--- config.mk ---
export PLATFORM = sky130hd
export DESIGN_NAME = alu_op_queue
export DESIGN_NICKNAME = d
export VERILOG_FILES = /design/src/rtl/alu_op_queue.sv
export SDC_FILE = /design/constraint.sdc
export NUM_CORES = 1
export LEC_CHECK = 0
export CAP_MARGIN = 20
export CORE_MARGIN = 2
export CORE_UTILIZATION = 51
export DETAILED_ROUTE_END_ITERATION = 10
export MAX_ROUTING_LAYER = met4
export PLACE_DENSITY_LB_ADDON = 0.05
export SYNTH_ARGS = -nofsm -noshare
export SYNTH_HDL_FRONTEND = slang
export SYNTH_SLANG_ARGS = --single-unit
export TNS_END_PERCENT = 5
--- constraint.sdc ---
create_clock -name clk -period 2.25 [get_ports clk]
set_input_delay 0.45 -clock clk [delete_from_list [all_inputs] [get_ports clk]]
set_output_delay 0.45 -clock clk [all_outputs]
set_load 0.005 [all_outputs]
--- src/rtl/alu_op_queue.sv ---
// Operation FIFO feeding an external combinational ALU, with a one-entry
// registered result stage and a wrapping completed-result counter.
module alu_op_queue #(
    parameter int DEPTH = 4
) (
    input  logic                       clk,
    input  logic                       rst_n,
    input  logic                       flush,
    input  logic                       in_valid,
    output logic                       in_ready,
    input  logic [3:0]                 in_a,
    input  logic [3:0]                 in_b,
    input  logic [2:0]                 in_sel,
    output logic [3:0]                 alu_a,
    output logic [3:0]                 alu_b,
    output logic [2:0]                 alu_sel,
    input  logic [7:0]                 alu_y,
    output logic                       out_valid,
    input  logic                       out_ready,
    output logic [7:0]                 out_y,
    output logic [2:0]                 out_sel,
    output logic [$clog2(DEPTH+1)-1:0] count,
    output logic [7:0]                 done_cnt
);
    localparam int PW = $clog2(DEPTH);
    localparam int CW = $clog2(DEPTH + 1);

    logic [10:0]   mem [DEPTH];
    logic [PW-1:0] rd_ptr;
    logic [PW-1:0] wr_ptr;
    logic          push;
    logic          pop;
    logic          handshake;
    logic          empty;

    assign empty     = (count == '0);
    assign in_ready  = (count < CW'(DEPTH)) && !flush;
    assign push      = in_valid && in_ready;
    assign pop       = !empty && (!out_valid || out_ready) && !flush;
    assign handshake = out_valid && out_ready;

    // Storage is not reset, so the head seen by the ALU is masked while empty.
    assign {alu_a, alu_b, alu_sel} = empty ? 11'd0 : mem[rd_ptr];

    always_ff @(posedge clk) begin
        if (push) begin
            mem[wr_ptr] <= {in_a, in_b, in_sel};
        end
    end

    always_ff @(posedge clk or negedge rst_n) begin
        if (!rst_n) begin
            rd_ptr <= '0;
            wr_ptr <= '0;
            count  <= '0;
        end else if (flush) begin
            rd_ptr <= '0;
            wr_ptr <= '0;
            count  <= '0;
        end else begin
            if (push) begin
                wr_ptr <= wr_ptr + PW'(1);
            end
            if (pop) begin
                rd_ptr <= rd_ptr + PW'(1);
            end
            case ({push, pop})
                2'b10:   count <= count + CW'(1);
                2'b01:   count <= count - CW'(1);
                default: count <= count;
            endcase
        end
    end

    always_ff @(posedge clk or negedge rst_n) begin
        if (!rst_n) begin
            out_valid <= 1'b0;
            out_y     <= 8'd0;
            out_sel   <= 3'd0;
        end else if (flush) begin
            out_valid <= 1'b0;
        end else if (pop) begin
            out_valid <= 1'b1;
            out_y     <= alu_y;
            out_sel   <= alu_sel;
        end else if (handshake) begin
            out_valid <= 1'b0;
        end
    end

    // A result taken on a flush edge still left the block, so it is counted.
    always_ff @(posedge clk or negedge rst_n) begin
        if (!rst_n) begin
            done_cnt <= 8'd0;
        end else if (handshake) begin
            done_cnt <= done_cnt + 8'd1;
        end
    end
endmodule

==> impl_summary.txt, run 1 <==
----------------------------------------------------
[Outcome]
  Status ... finished, final reports clean

[Critical path]
  Classification of the worst setup path ... input pin to primary output
  Type of element capturing the critical path ... primary output
  CP Launch Point ... flush
  Endpoint arrival time on the critical path ... 1750 ps
  WP data required ... 1800 ps
  Nature of the critical path startpoint ... input pin
  Startpoint of the worst register-to-register path ... count[0]$_DFFE_PN0P_
  Crit-path max FO ... 12

[Layout]
  Number of non-filler instances in the completed layout ... 335
  Most common cell after layout, fill and taps aside ... sky130_fd_sc_hd__clkdlybuf4s50_1
  Number of filler instances in the final layout ... 361
  Highest-count cells in the layout ignoring fill and taps ... 47 x sky130_fd_sc_hd__clkdlybuf4s50_1, 44 x sky130_fd_sc_hd__edfxtp_1, 27 x sky130_fd_sc_hd__dfrtp_1
  Share of layout cells above drive strength 1 ... 31.6%
  Non-Filler Cell Area, Final ... 4030 sq um
  Area occupied by registers ... 2000 sq um
  Antenna diode instance count ... 0
  Final net count ... 288
  Multi-input gate area in the final layout ... 937 sq um
  Growth of design area from synthesis to finish ... 35.1%

[CTS]
  # H-tree levels ... 3
  Insertion delay of the later-clocked pin in the worst-skew pair ... 340 ps
  Total clock buffers created by CTS ... 9
  Maximum count of clock buffers along a single path ... 2
  Number of sinks on the clock net ... 71
  CTS clock-pin slew for the worst setup and hold paths ... 70 ps
  CTS tree ... built
  Buffer cell driving the clock tree root ... sky130_fd_sc_hd__clkbuf_8
  Count of hold buffers inserted by post-cts repair ... 0

[Detailed routing]
  Remaining antenna violation count ... 0
  Sum of routed wire length over all layers ... 5.95 mm
  Drt via density ... 5.41
  First-iteration detailed-routing DRC count ... 93
  Via count of the routed design ... 1814
  WL/cell ... 17.8 um
  First drt pass iteration count ... 4
  DRC errors left ... 0

[Yosys]
  Synth Warn # ... 0
  Synthesized netlist net count ... 207
  Simple-Gate Fraction of Synth Area ... 9.47%
  Sequential share of the synthesized area ... 66.9%
  Portion of netlist area occupied by mux cells ... 13.6%
  Xor/xnor share of the synthesized area ... 2.93%
  Synth Area in Compound Gates ... 2.26%
  Library cell with the largest summed area after synthesis ... sky130_fd_sc_hd__edfxtp_1
  Netlist Area Pre-Place ... 2990 sq um
  Adder and majority gate portion of the synthesized area ... 2.76%
  Number of cells produced by synthesis ... 177
  Share of Yosys cell area claimed by the top area cell type ... 44.2%
  Syn avg cell area ... 16.9 sq um
  Largest family of logic cells by synthesized area ... multiplexers
  #FFs+latches synth ... 71
  Count of distinct cell types in the synthesized netlist ... 37
  Biggest area contributors in the synthesized netlist ... sky130_fd_sc_hd__edfxtp_1 44%, sky130_fd_sc_hd__dfrtp_1 23%, sky130_fd_sc_hd__mux4_2 8.3%, sky130_fd_sc_hd__mux2_2 5.3%, sky130_fd_sc_hd__xnor2_1 2.6%

[Die]
  Total Die Area ... 6480 sq um
  Placeable core region ... 5570 sq um
  Top Ports ... 59
  Die extent in x ... 80.5 um
  Height of the die ... 80.5 um
  Initial Utilization ... 53.6%
  FP Rows ... 27

[STA]
  Transition time at the pin with the least slew margin ... 389 ps
  Final clock period utilization by the worst path ... 97.8%
  Number of hold violations in the final report ... 0
  Setup repair after global routing missed its margin ... no
  Pins over their slew limit ... 0
  Total Neg Setup Slack ... 0 ps
  Max Clock Skew ... 7.01 ps
  Worst rel slew slack ... 73.9%
  Worst slack on hold paths ... 475 ps
  Crit path time final ... 2200 ps
  Setup violations, final ... 0
  Highest Clock Rate ... 454 MHz

[GRT]
  Global-route wire length before repair ... 9.29 mm
  Total track usage ... 20.9%
  Residual overflow from global routing ... 0
  Number of global-route vias before repair ... 1862
  Number of antenna violations at the first check in global routing ... 0
  Maximum number of pins on one net before global-route repair ... 28

[Place]
  DP Wirelength ... 3.88 mm
  Global placement routability congestion ... 0.830
  Post-DP Area ... 3730 sq um
  Number of cells after detailed placement ... 313
  Number of buffers inserted by port buffering ... 58

[Pwr]
  Reg power frac ... 36.4%
  Switching fraction of total power ... 26.9%
  Power consumption ... 4890 uW
  Power share of the combinational group ... 36.0%
  Total power density per cell area ... 1210 nW/um^2
  Net switching power ... 1320 uW
  Cell-internal power ... 3570 uW
  Worst IR drop on VDD ... 0.612 mV
  Leakage power figure ... 0.00155 uW
  Power share of the clock group ... 27.5%

[Min path]
  Tightest Hold Check Type ... input pin to async pin

[Job]
  Reported max-cap violation count ... 0

----------------------------------------------------
-- power by group through the flow --
stage / combinational [uW] / clock (uW) / sequential [uW]
CTS: 1830 / 1370 / 1780
global placement: 1690 / 0 / 1790
finish: 1760 / 1350 / 1780
detailed placement: 1750 / 0 / 1810
global route: 1900 / 1420 / 1810
floorplan: 806 / 0 / 1830
-- state kept, by name (all words and copies together) (netlist names) --
signal	cells
mem	44
done_cnt	8
out_y	8
count	3
out_sel	3
rd_ptr	2
wr_ptr	2
out_valid	1
-- cell type report --
class	instances	area share [%]
multi-input cells	95	23.2
well taps	72	2.23
inverters	3	0.279
repair buffers	78	18.1
flip-flops and latches	71	49.5
clock inverters	5	3.19
clock buffers	11	3.50
-- metal layers --
| metal | vias to the layer above | track usage [%] | routed length [um] |
|---|---|---|---|
| met3 | 20 | 4.94 | 310 |
| met4 | 0 | 12.9 | 208 |
| met2 | 63 | 32.3 | 2990 |
| li1 | 827 | - | - |
| met1 | 904 | 24.9 | 2440 |
| met5 | - | - | 0 |
-- what timing repair did --
action,4_1_cts,5_1_grt
buffers inserted,5,0
setup endpoints to repair,11,11
resized for setup,29,11
cloned,1,0
pin swaps,10,0
-- metrics by stage --
step | utilization, % | worst slack [ps]
2_1_floorplan | - | 205
3_3_place_gp | 67.0 | -88.5
3_5_place_dp | 67.0 | -270
4_1_cts | 73.4 | -26.1
5_1_grt | 72.4 | 1.80
6_report | 72.4 | 48.5
-- synthesized netlist by cell type, drive strengths merged --
| master | instances |
|---|---|
| nand4 | 2 |
| and3 | 2 |
| inv | 3 |
| xor2 | 1 |
| nand2b | 2 |
| ha | 5 |
| edfxtp | 44 |
| a21oi | 3 |
| o31ai | 1 |
| o21ai | 2 |
| mux2 | 14 |
| clkbuf | 2 |
| dfrtp | 27 |
| nor2 | 3 |
| nor3 | 3 |
| o2111a | 1 |
| nor3b | 1 |
| nand2 | 2 |
| fa | 1 |
| and2b | 1 |
| or3 | 2 |
| xnor2 | 9 |
| a31oi | 1 |
| nand3 | 6 |
| and2 | 16 |
| nor2b | 2 |
| nor4 | 2 |
| a311o | 1 |
| mux4 | 11 |
| o211ai | 1 |
| buf | 6 |
-- critical path, cell delays in order --
cell                              delay, ps
sky130_fd_sc_hd__clkdlybuf4s50_1        450
sky130_fd_sc_hd__buf_4                  200
sky130_fd_sc_hd__nor2_1                 110
sky130_fd_sc_hd__clkdlybuf4s50_1        530
-- cell families (layout without fill, tap and decap cells) --
family          after synthesis  in the layout
buf+inv                      11             97
compound gates               10             10
mux                          25             25
simple gates                 44             44
fa+ha+maj                     6              6
xor+xnor                     10             10
flops                        71             71
-- final timing paths --
kind	endpoint	slack (ps)	depth (start not counted)
max	in_ready	50	4
min	wr_ptr[0]$_DFFE_PN0P_	480	2
max reg2reg	count[1]$_DFFE_PN0P_	140	6
min reg2reg	done_cnt[7]$_DFFE_PN0P_	480	1
max in group asynchronous	done_cnt[2]$_DFFE_PN0P_	1500	2
min in group clk	done_cnt[7]$_DFFE_PN0P_	480	1
(Power assumes the default switching activity.)
==> run 2: changes to the inputs <==
--- a/config.mk
+++ b/config.mk
@@ -9,6 +9,7 @@
 export CORE_MARGIN = 2
 export CORE_UTILIZATION = 51
 export DETAILED_ROUTE_END_ITERATION = 10
+export GPL_TIMING_DRIVEN = 0
 export MAX_ROUTING_LAYER = met4
 export PLACE_DENSITY_LB_ADDON = 0.05
 export SYNTH_ARGS = -nofsm -noshare
==> run 2 against run 1 <==
Net effect: wire length is 4.5% higher; critical path depth is 2 higher; worst setup slack worse by 48 ps; combinational power is 6% higher; count of clock-buffer cells in the layout is 1 lower; clock power is 30% lower; register-to-register slack worse by 50 ps; maximum frequency is 2.1% lower; clock skew is 2.9 ps lower; cell count is 0.30% higher.
==> impl_summary.txt, run 2 (same netlist as run 1, synthesis figures left out) <==
----------------------------------------------------
[Critical path]
  WP data required ... 1800 ps (about the same)
  Nature of the critical path startpoint ... flop (was input pin)
  Crit-path max FO ... 6 (was 12)
  Classification of the worst setup path ... flop to primary output (was input pin to primary output)
  Type of element capturing the critical path ... primary output (unchanged)
  Endpoint arrival time on the critical path ... 1800 ps (was 1750 ps)

[Die]
  Height of the die ... 80.5 um (unchanged)
  Top Ports ... 59 (unchanged)
  Initial Utilization ... 53.6% (unchanged)
  FP Rows ... 27 (unchanged)
  Placeable core region ... 5570 sq um (unchanged)
  Die extent in x ... 80.5 um (unchanged)
  Total Die Area ... 6480 sq um (unchanged)

[CTS]
  CTS tree ... built (unchanged)
  CTS clock-pin slew for the worst setup and hold paths ... 70 ps (about the same)
  Maximum count of clock buffers along a single path ... 2 (unchanged)
  Number of sinks on the clock net ... 71 (unchanged)
  Total clock buffers created by CTS ... 9 (unchanged)
  Count of hold buffers inserted by post-cts repair ... 0 (unchanged)
  Buffer cell driving the clock tree root ... sky130_fd_sc_hd__clkbuf_8 (unchanged)
  # H-tree levels ... 3 (unchanged)
  Insertion delay of the later-clocked pin in the worst-skew pair ... 340 ps (about the same)

[Pwr]
  Total power density per cell area ... 1140 nW/um^2 (was 1210 nW/um^2)
  Switching fraction of total power ... 29.1% (was 26.9%)
  Cell-internal power ... 3260 uW (was 3570 uW)
  Reg power frac ... 39.0% (was 36.4%)
  Power share of the combinational group ... 40.5% (was 36.0%)
  Power share of the clock group ... 20.6% (was 27.5%)
  Leakage power figure ... 0.00155 uW (about the same)
  Net switching power ... 1340 uW (was 1320 uW)
  Worst IR drop on VDD ... 0.703 mV (was 0.612 mV)

[GRT]
  Maximum number of pins on one net before global-route repair ... 18 (was 28)
  Global-route wire length before repair ... 9.68 mm (was 9.29 mm)
  Residual overflow from global routing ... 0 (unchanged)
  Number of antenna violations at the first check in global routing ... 0 (unchanged)
  Total track usage ... 21.7% (was 20.9%)
  Number of global-route vias before repair ... 1931 (was 1862)

[Detailed routing]
  WL/cell ... 18.5 um (was 17.8 um)
  Via count of the routed design ... 1824 (was 1814)
  Remaining antenna violation count ... 0 (unchanged)
  Drt via density ... 5.43 (was 5.41)
  Sum of routed wire length over all layers ... 6.22 mm (was 5.95 mm)
  First-iteration detailed-routing DRC count ... 82 (was 93)
  DRC errors left ... 0 (unchanged)
  First drt pass iteration count ... 4 (unchanged)

[Layout]
  Highest-count cells in the layout ignoring fill and taps ... 45 x sky130_fd_sc_hd__clkdlybuf4s50_1, 44 x sky130_fd_sc_hd__edfxtp_1, 24 x sky130_fd_sc_hd__dfrtp_1 (was 47 x sky130_fd_sc_hd__clkdlybuf4s50_1, 44 x sky130_fd_sc_hd__edfxtp_1, 27 x sky130_fd_sc_hd__dfrtp_1)
  Most common cell after layout, fill and taps aside ... sky130_fd_sc_hd__clkdlybuf4s50_1 (unchanged)
  Growth of design area from synthesis to finish ... 34.7% (was 35.1%)
  Registers with the most flip-flops ... mem: 44 flops, done_cnt: 8 flops, out_y: 8 flops (unchanged)
  Share of layout cells above drive strength 1 ... 33.0% (was 31.6%)
  Max FFs per register ... 44 (unchanged)
  Non-Filler Cell Area, Final ... 4020 sq um (was 4030 sq um)
  Area occupied by registers ... 2000 sq um (about the same)
  Register bank with the most flops ... mem (unchanged)
  Multi-input gate area in the final layout ... 971 sq um (was 937 sq um)
  Antenna diode instance count ... 0 (unchanged)
  Number of filler instances in the final layout ... 392 (was 361)
  Final net count ... 289 (was 288)

[Place]
  Global placement routability congestion ... 0.781 (was 0.830)
  Number of buffers inserted by port buffering ... 58 (unchanged)
  DP Wirelength ... 4.23 mm (was 3.88 mm)
  Post-DP Area ... 3680 sq um (was 3730 sq um)

[STA]
  Worst slack on hold paths ... 475 ps (about the same)
  Pins over their slew limit ... 0 (unchanged)
  Max Clock Skew ... 4.11 ps (was 7.01 ps)
  Final clock period utilization by the worst path ... 100% (was 97.8%)
  Crit path time final ... 2250 ps (was 2200 ps)
  Number of hold violations in the final report ... 0 (unchanged)
  Highest Clock Rate ... 444 MHz (was 454 MHz)
  Worst rel slew slack ... 55.1% (was 73.9%)
  Transition time at the pin with the least slew margin ... 671 ps (was 389 ps)
  Setup violations, final ... 0 (unchanged)
  Setup repair after global routing missed its margin ... yes (was no)
  Total Neg Setup Slack ... 0 ps (unchanged)

[Job]
  Reported max-cap violation count ... 0 (unchanged)

[Min path]
  Tightest Hold Check Type ... flop to flop (was input pin to async pin)

[Outcome]
  Status ... finished, final reports clean (unchanged)

----------------------------------------------------
run 2: metrics by stage:
step	utilization (%)	setup WS, ps	total power [uW]	cells
2_1_floorplan	-	205	2640	177
4_1_cts	71.6	-106	4560	333
5_1_grt	72.2	-65.5	4840	336
6_report	72.2	0.219	4600	336
3_5_place_dp	66.1	-455	3500	308
3_3_place_gp	65.6	-387	3390	307
run 2: final timing paths:
check | endpoint | cells after the start | startpoint | slack [ps]
max in group asynchronous | out_y[4]$_DFFE_PN0P_ | 2 | rst_n | 1220
min in group asynchronous | out_sel[2]$_DFFE_PN0P_ | 1 | rst_n | 520
worst max-delay path | alu_b[1] | 6 | rd_ptr[0]$_DFFE_PN0P_ | 0.2
worst max register to register | count[1]$_DFFE_PN0P_ | 7 | count[2]$_DFFE_PN0P_ | 90
worst min-delay path | done_cnt[7]$_DFFE_PN0P_ | 1 | done_cnt[7]$_DFFE_PN0P_ | 480
worst min register to register | done_cnt[7]$_DFFE_PN0P_ | 1 | done_cnt[7]$_DFFE_PN0P_ | 480
run 2: layout make-up:
class	instances	share of cell area, %
Buffer	8	2.24
Clock buffer	10	3.17
Clock inverter	6	1.27
Inverter	3	0.280
Multi-Input combinational cell	95	24.1
Sequential cell	71	49.7
Tap cell	72	2.24
Timing Repair Buffer	71	16.9
run 2: power groups by stage:
stage	sequential [uW]	clock, uW	combinational, uW
floorplan	1830	0	806
global placement	1820	0	1570
detailed placement	1850	0	1650
CTS	1790	961	1810
global route	1820	1010	2000
finish	1790	946	1860
run 2: timing repair:
item,4_1_cts,5_1_grt
gates resized for setup,41,23
pin swaps,8,4
setup endpoints to repair,13,14
setup buffers,9,3
run 2: metal layers:
metal / up-vias / part of all wire (%) / routed length [um] / GRT usage [%]
met1: 916 / 40 / 2510 / 26.5
met3: 17 / 5.7 / 355 / 3.37
met5: - / 0 / 0 / -
li1: 827 / - / - / -
met4: 0 / 2.3 / 141 / 12.0
met2: 64 / 52 / 3210 / 34.8
run 2: worst max-delay path, stage by stage (launching register included):
cell and delay, ps:
sky130_fd_sc_hd__dfrtp_1 350, sky130_fd_sc_hd__buf_6 140, sky130_fd_sc_hd__buf_12 120, sky130_fd_sc_hd__buf_8 110
sky130_fd_sc_hd__mux4_2 480, sky130_fd_sc_hd__and2_4 150, sky130_fd_sc_hd__clkbuf_2 100
==> run 3: changes to the inputs <==
--- a/config.mk
+++ b/config.mk
@@ -7,9 +7,9 @@
 export LEC_CHECK = 0
 export CAP_MARGIN = 20
 export CORE_MARGIN = 2
-export CORE_UTILIZATION = 51
+export CORE_UTILIZATION = 38
 export DETAILED_ROUTE_END_ITERATION = 10
-export GPL_TIMING_DRIVEN = 0
+export GPL_TIMING_DRIVEN = 1
 export MAX_ROUTING_LAYER = met4
 export PLACE_DENSITY_LB_ADDON = 0.05
 export SYNTH_ARGS = -nofsm -noshare
==> run 3 against run 2 <==
Net effect: power down 1.4%; sequential power about the same; largest cell class unchanged; register-to-register slack better by 230 ps; largest power group unchanged; clock skew up 3.8 ps; first-iteration DRC count down 7.3%.
==> impl_summary.txt, run 3 (same netlist as run 1, synthesis figures left out) <==
----------------------------------------------------
[Die]
  Initial Utilization ... 38.9% (was 53.6%)
  FP Rows ... 32 (was 27)
  Top Ports ... 59 (unchanged)
  Placeable core region ... 7690 sq um (was 5570 sq um)
  Die extent in x ... 92.7 um (was 80.5 um)
  Total Die Area ... 8580 sq um (was 6480 sq um)
  Height of the die ... 92.7 um (was 80.5 um)

[Detailed routing]
  WL/cell ... 15.8 um (was 18.5 um)
  Drt via density ... 4.86 (was 5.43)
  First drt pass iteration count ... 4 (unchanged)
  Sum of routed wire length over all layers ... 5.78 mm (was 6.22 mm)
  First-iteration detailed-routing DRC count ... 76 (was 82)
  Via count of the routed design ... 1778 (was 1824)
  Remaining antenna violation count ... 0 (unchanged)
  DRC errors left ... 0 (unchanged)

[Critical path]
  Crit-path max FO ... 4 (was 6)
  Cell with the biggest individual delay on the critical path ... sky130_fd_sc_hd__dfrtp_2 (was sky130_fd_sc_hd__mux4_2)
  Endpoint arrival time on the critical path ... 1770 ps (was 1800 ps)
  WP data required ... 1800 ps (about the same)
  Type of element capturing the critical path ... primary output (unchanged)
  Critical Path, Cell by Cell ... buf_6 -> buf_16 -> buf_8 -> mux4_2 -> and2_4 -> buf_2 (was buf_6 -> buf_12 -> buf_8 -> mux4_2 -> and2_4 -> clkbuf_2)
  Critical path's largest stage delay ... 420 ps (was 480 ps)
  Nature of the critical path startpoint ... flop (unchanged)
  Classification of the worst setup path ... flop to primary output (unchanged)

[STA]
  Number of hold violations in the final report ... 0 (unchanged)
  Max Clock Skew ... 7.86 ps (was 4.11 ps)
  Final clock period utilization by the worst path ... 98.7% (was 100%)
  Total Neg Setup Slack ... 0 ps (unchanged)
  Setup violations, final ... 0 (unchanged)
  Setup repair after global routing missed its margin ... yes (unchanged)
  Highest Clock Rate ... 450 MHz (was 444 MHz)
  Crit path time final ... 2220 ps (was 2250 ps)
  Worst slack on hold paths ... 498 ps (was 475 ps)
  Worst rel slew slack ... 76.5% (was 55.1%)
  Pins over their slew limit ... 0 (unchanged)
  Transition time at the pin with the least slew margin ... 352 ps (was 671 ps)

[CTS]
  Number of sinks on the clock net ... 71 (unchanged)
  CTS tree ... built (unchanged)
  Buffer cell driving the clock tree root ... sky130_fd_sc_hd__clkbuf_8 (unchanged)
  Insertion delay of the later-clocked pin in the worst-skew pair ... 330 ps (was 340 ps)
  # H-tree levels ... 3 (unchanged)
  Maximum count of clock buffers along a single path ... 2 (unchanged)
  Total clock buffers created by CTS ... 9 (unchanged)
  Count of hold buffers inserted by post-cts repair ... 0 (unchanged)
  CTS clock-pin slew for the worst setup and hold paths ... 80 ps (was 70 ps)

[Layout]
  Most common cell after layout, fill and taps aside ... sky130_fd_sc_hd__clkdlybuf4s50_1 (unchanged)
  Registers with the most flip-flops ... mem: 44 flops, done_cnt: 8 flops, out_y: 8 flops (unchanged)
  Register bank with the most flops ... mem (unchanged)
  Share of the core filled with cells ... 52.6% (was 72.2%)
  Final net count ... 289 (unchanged)
  Number of non-filler instances in the completed layout ... 366 (was 336)
  Growth of design area from synthesis to finish ... 35.4% (was 34.7%)
  Max FFs per register ... 44 (unchanged)
  Antenna diode instance count ... 0 (unchanged)
  Share of layout cells above drive strength 1 ... 29.9% (was 33.0%)
  Highest-count cells in the layout ignoring fill and taps ... 47 x sky130_fd_sc_hd__clkdlybuf4s50_1, 44 x sky130_fd_sc_hd__edfxtp_1, 26 x sky130_fd_sc_hd__dfrtp_1 (was 45 x sky130_fd_sc_hd__clkdlybuf4s50_1, 44 x sky130_fd_sc_hd__edfxtp_1, 24 x sky130_fd_sc_hd__dfrtp_1)

[GRT]
  Maximum number of pins on one net before global-route repair ... 28 (was 18)
  Total track usage ... 15.2% (was 21.7%)
  Number of global-route vias before repair ... 1875 (was 1931)
  Number of antenna violations at the first check in global routing ... 0 (unchanged)
  Global-route wire length before repair ... 9.42 mm (was 9.68 mm)
  Residual overflow from global routing ... 0 (unchanged)

[Outcome]
  Status ... finished, final reports clean (unchanged)

[Pwr]
  Power consumption ... 4530 uW (was 4600 uW)
  Leakage power figure ... 0.00152 uW (was 0.00155 uW)
  Total power density per cell area ... 1120 nW/um^2 (was 1140 nW/um^2)
  Worst IR drop on VDD ... 0.647 mV (was 0.703 mV)

[Job]
  Reported max-cap violation count ... 0 (unchanged)

[Place]
  Number of cells after detailed placement ... 344 (was 308)
  Number of buffers inserted by port buffering ... 58 (unchanged)
  Global placement routability congestion ... 0.861 (was 0.781)
  DP Wirelength ... 3.94 mm (was 4.23 mm)

[Min path]
  Tightest Hold Check Type ... input pin to async pin (was flop to flop)

----------------------------------------------------
-- run 3: metrics by stage --
step	setup slack (ps)	cell area [sq um]
after floorplan	205	2990
after global placement	-150	3780
after detailed placement	-295	3780
after CTS	-62.2	4050
after global routing	-38.4	4050
final	29.9	4050
-- run 3: repair_timing --
action | in CTS | in global routing
endpoints found under the setup margin | 11 | 12
resized for setup | 31 | 8
buffers inserted | 6 | 0
gates cloned | 1 | 0
pin swaps | 8 | 1
-- run 3: worst paths after layout --
path / slack [ps] / cells past startpoint / startpoint / endpoint
max in group asynchronous: 1460 / 2 / rst_n / rd_ptr[0]$_DFFE_PN0P_
hold / removal: 500 / 2 / rst_n / out_sel[0]$_DFFE_PN0P_
hold reg to reg: 500 / 1 / done_cnt[7]$_DFFE_PN0P_ / done_cnt[7]$_DFFE_PN0P_
setup / recovery: 30 / 6 / rd_ptr[0]$_DFFE_PN0P_ / alu_a[1]
min in group clk: 500 / 1 / done_cnt[7]$_DFFE_PN0P_ / done_cnt[7]$_DFFE_PN0P_
setup reg to reg: 320 / 6 / count[1]$_DFFE_PN0P_ / count[1]$_DFFE_PN0P_
-- run 3: routing by layer --
metal,wire [um],track usage (%)
met5,0,-
met3,252,4.15
met1,2600,19.5
met2,2890,23.7
met4,31,4.78
-- run 3: area by class of cell --
| class | count | area, sq um |
|---|---|---|
| fill | 664 | 3640 |
| sequential | 71 | 2000 |
| multi-input combinational | 95 | 946 |
| timing repair buffer | 79 | 776 |
| clock buffer | 13 | 169 |
| tap | 102 | 128 |
| clock inverter | 3 | 17.5 |
| inverter | 3 | 11.3 |
-- run 3: critical path: cells and delay by family (launching register included) --
kind / cells / cell delay (ps)
muxes: 1 / 400
and+or+nand+nor: 1 / 140
DFF: 1 / 420
buffers and inverters: 4 / 490
-- run 3: where the power goes --
part           switching (uW)  internal (uW)  total (uW)
Sequential                146           1630        1780
Clock                     444            488         931
Combinational             695           1130        1820
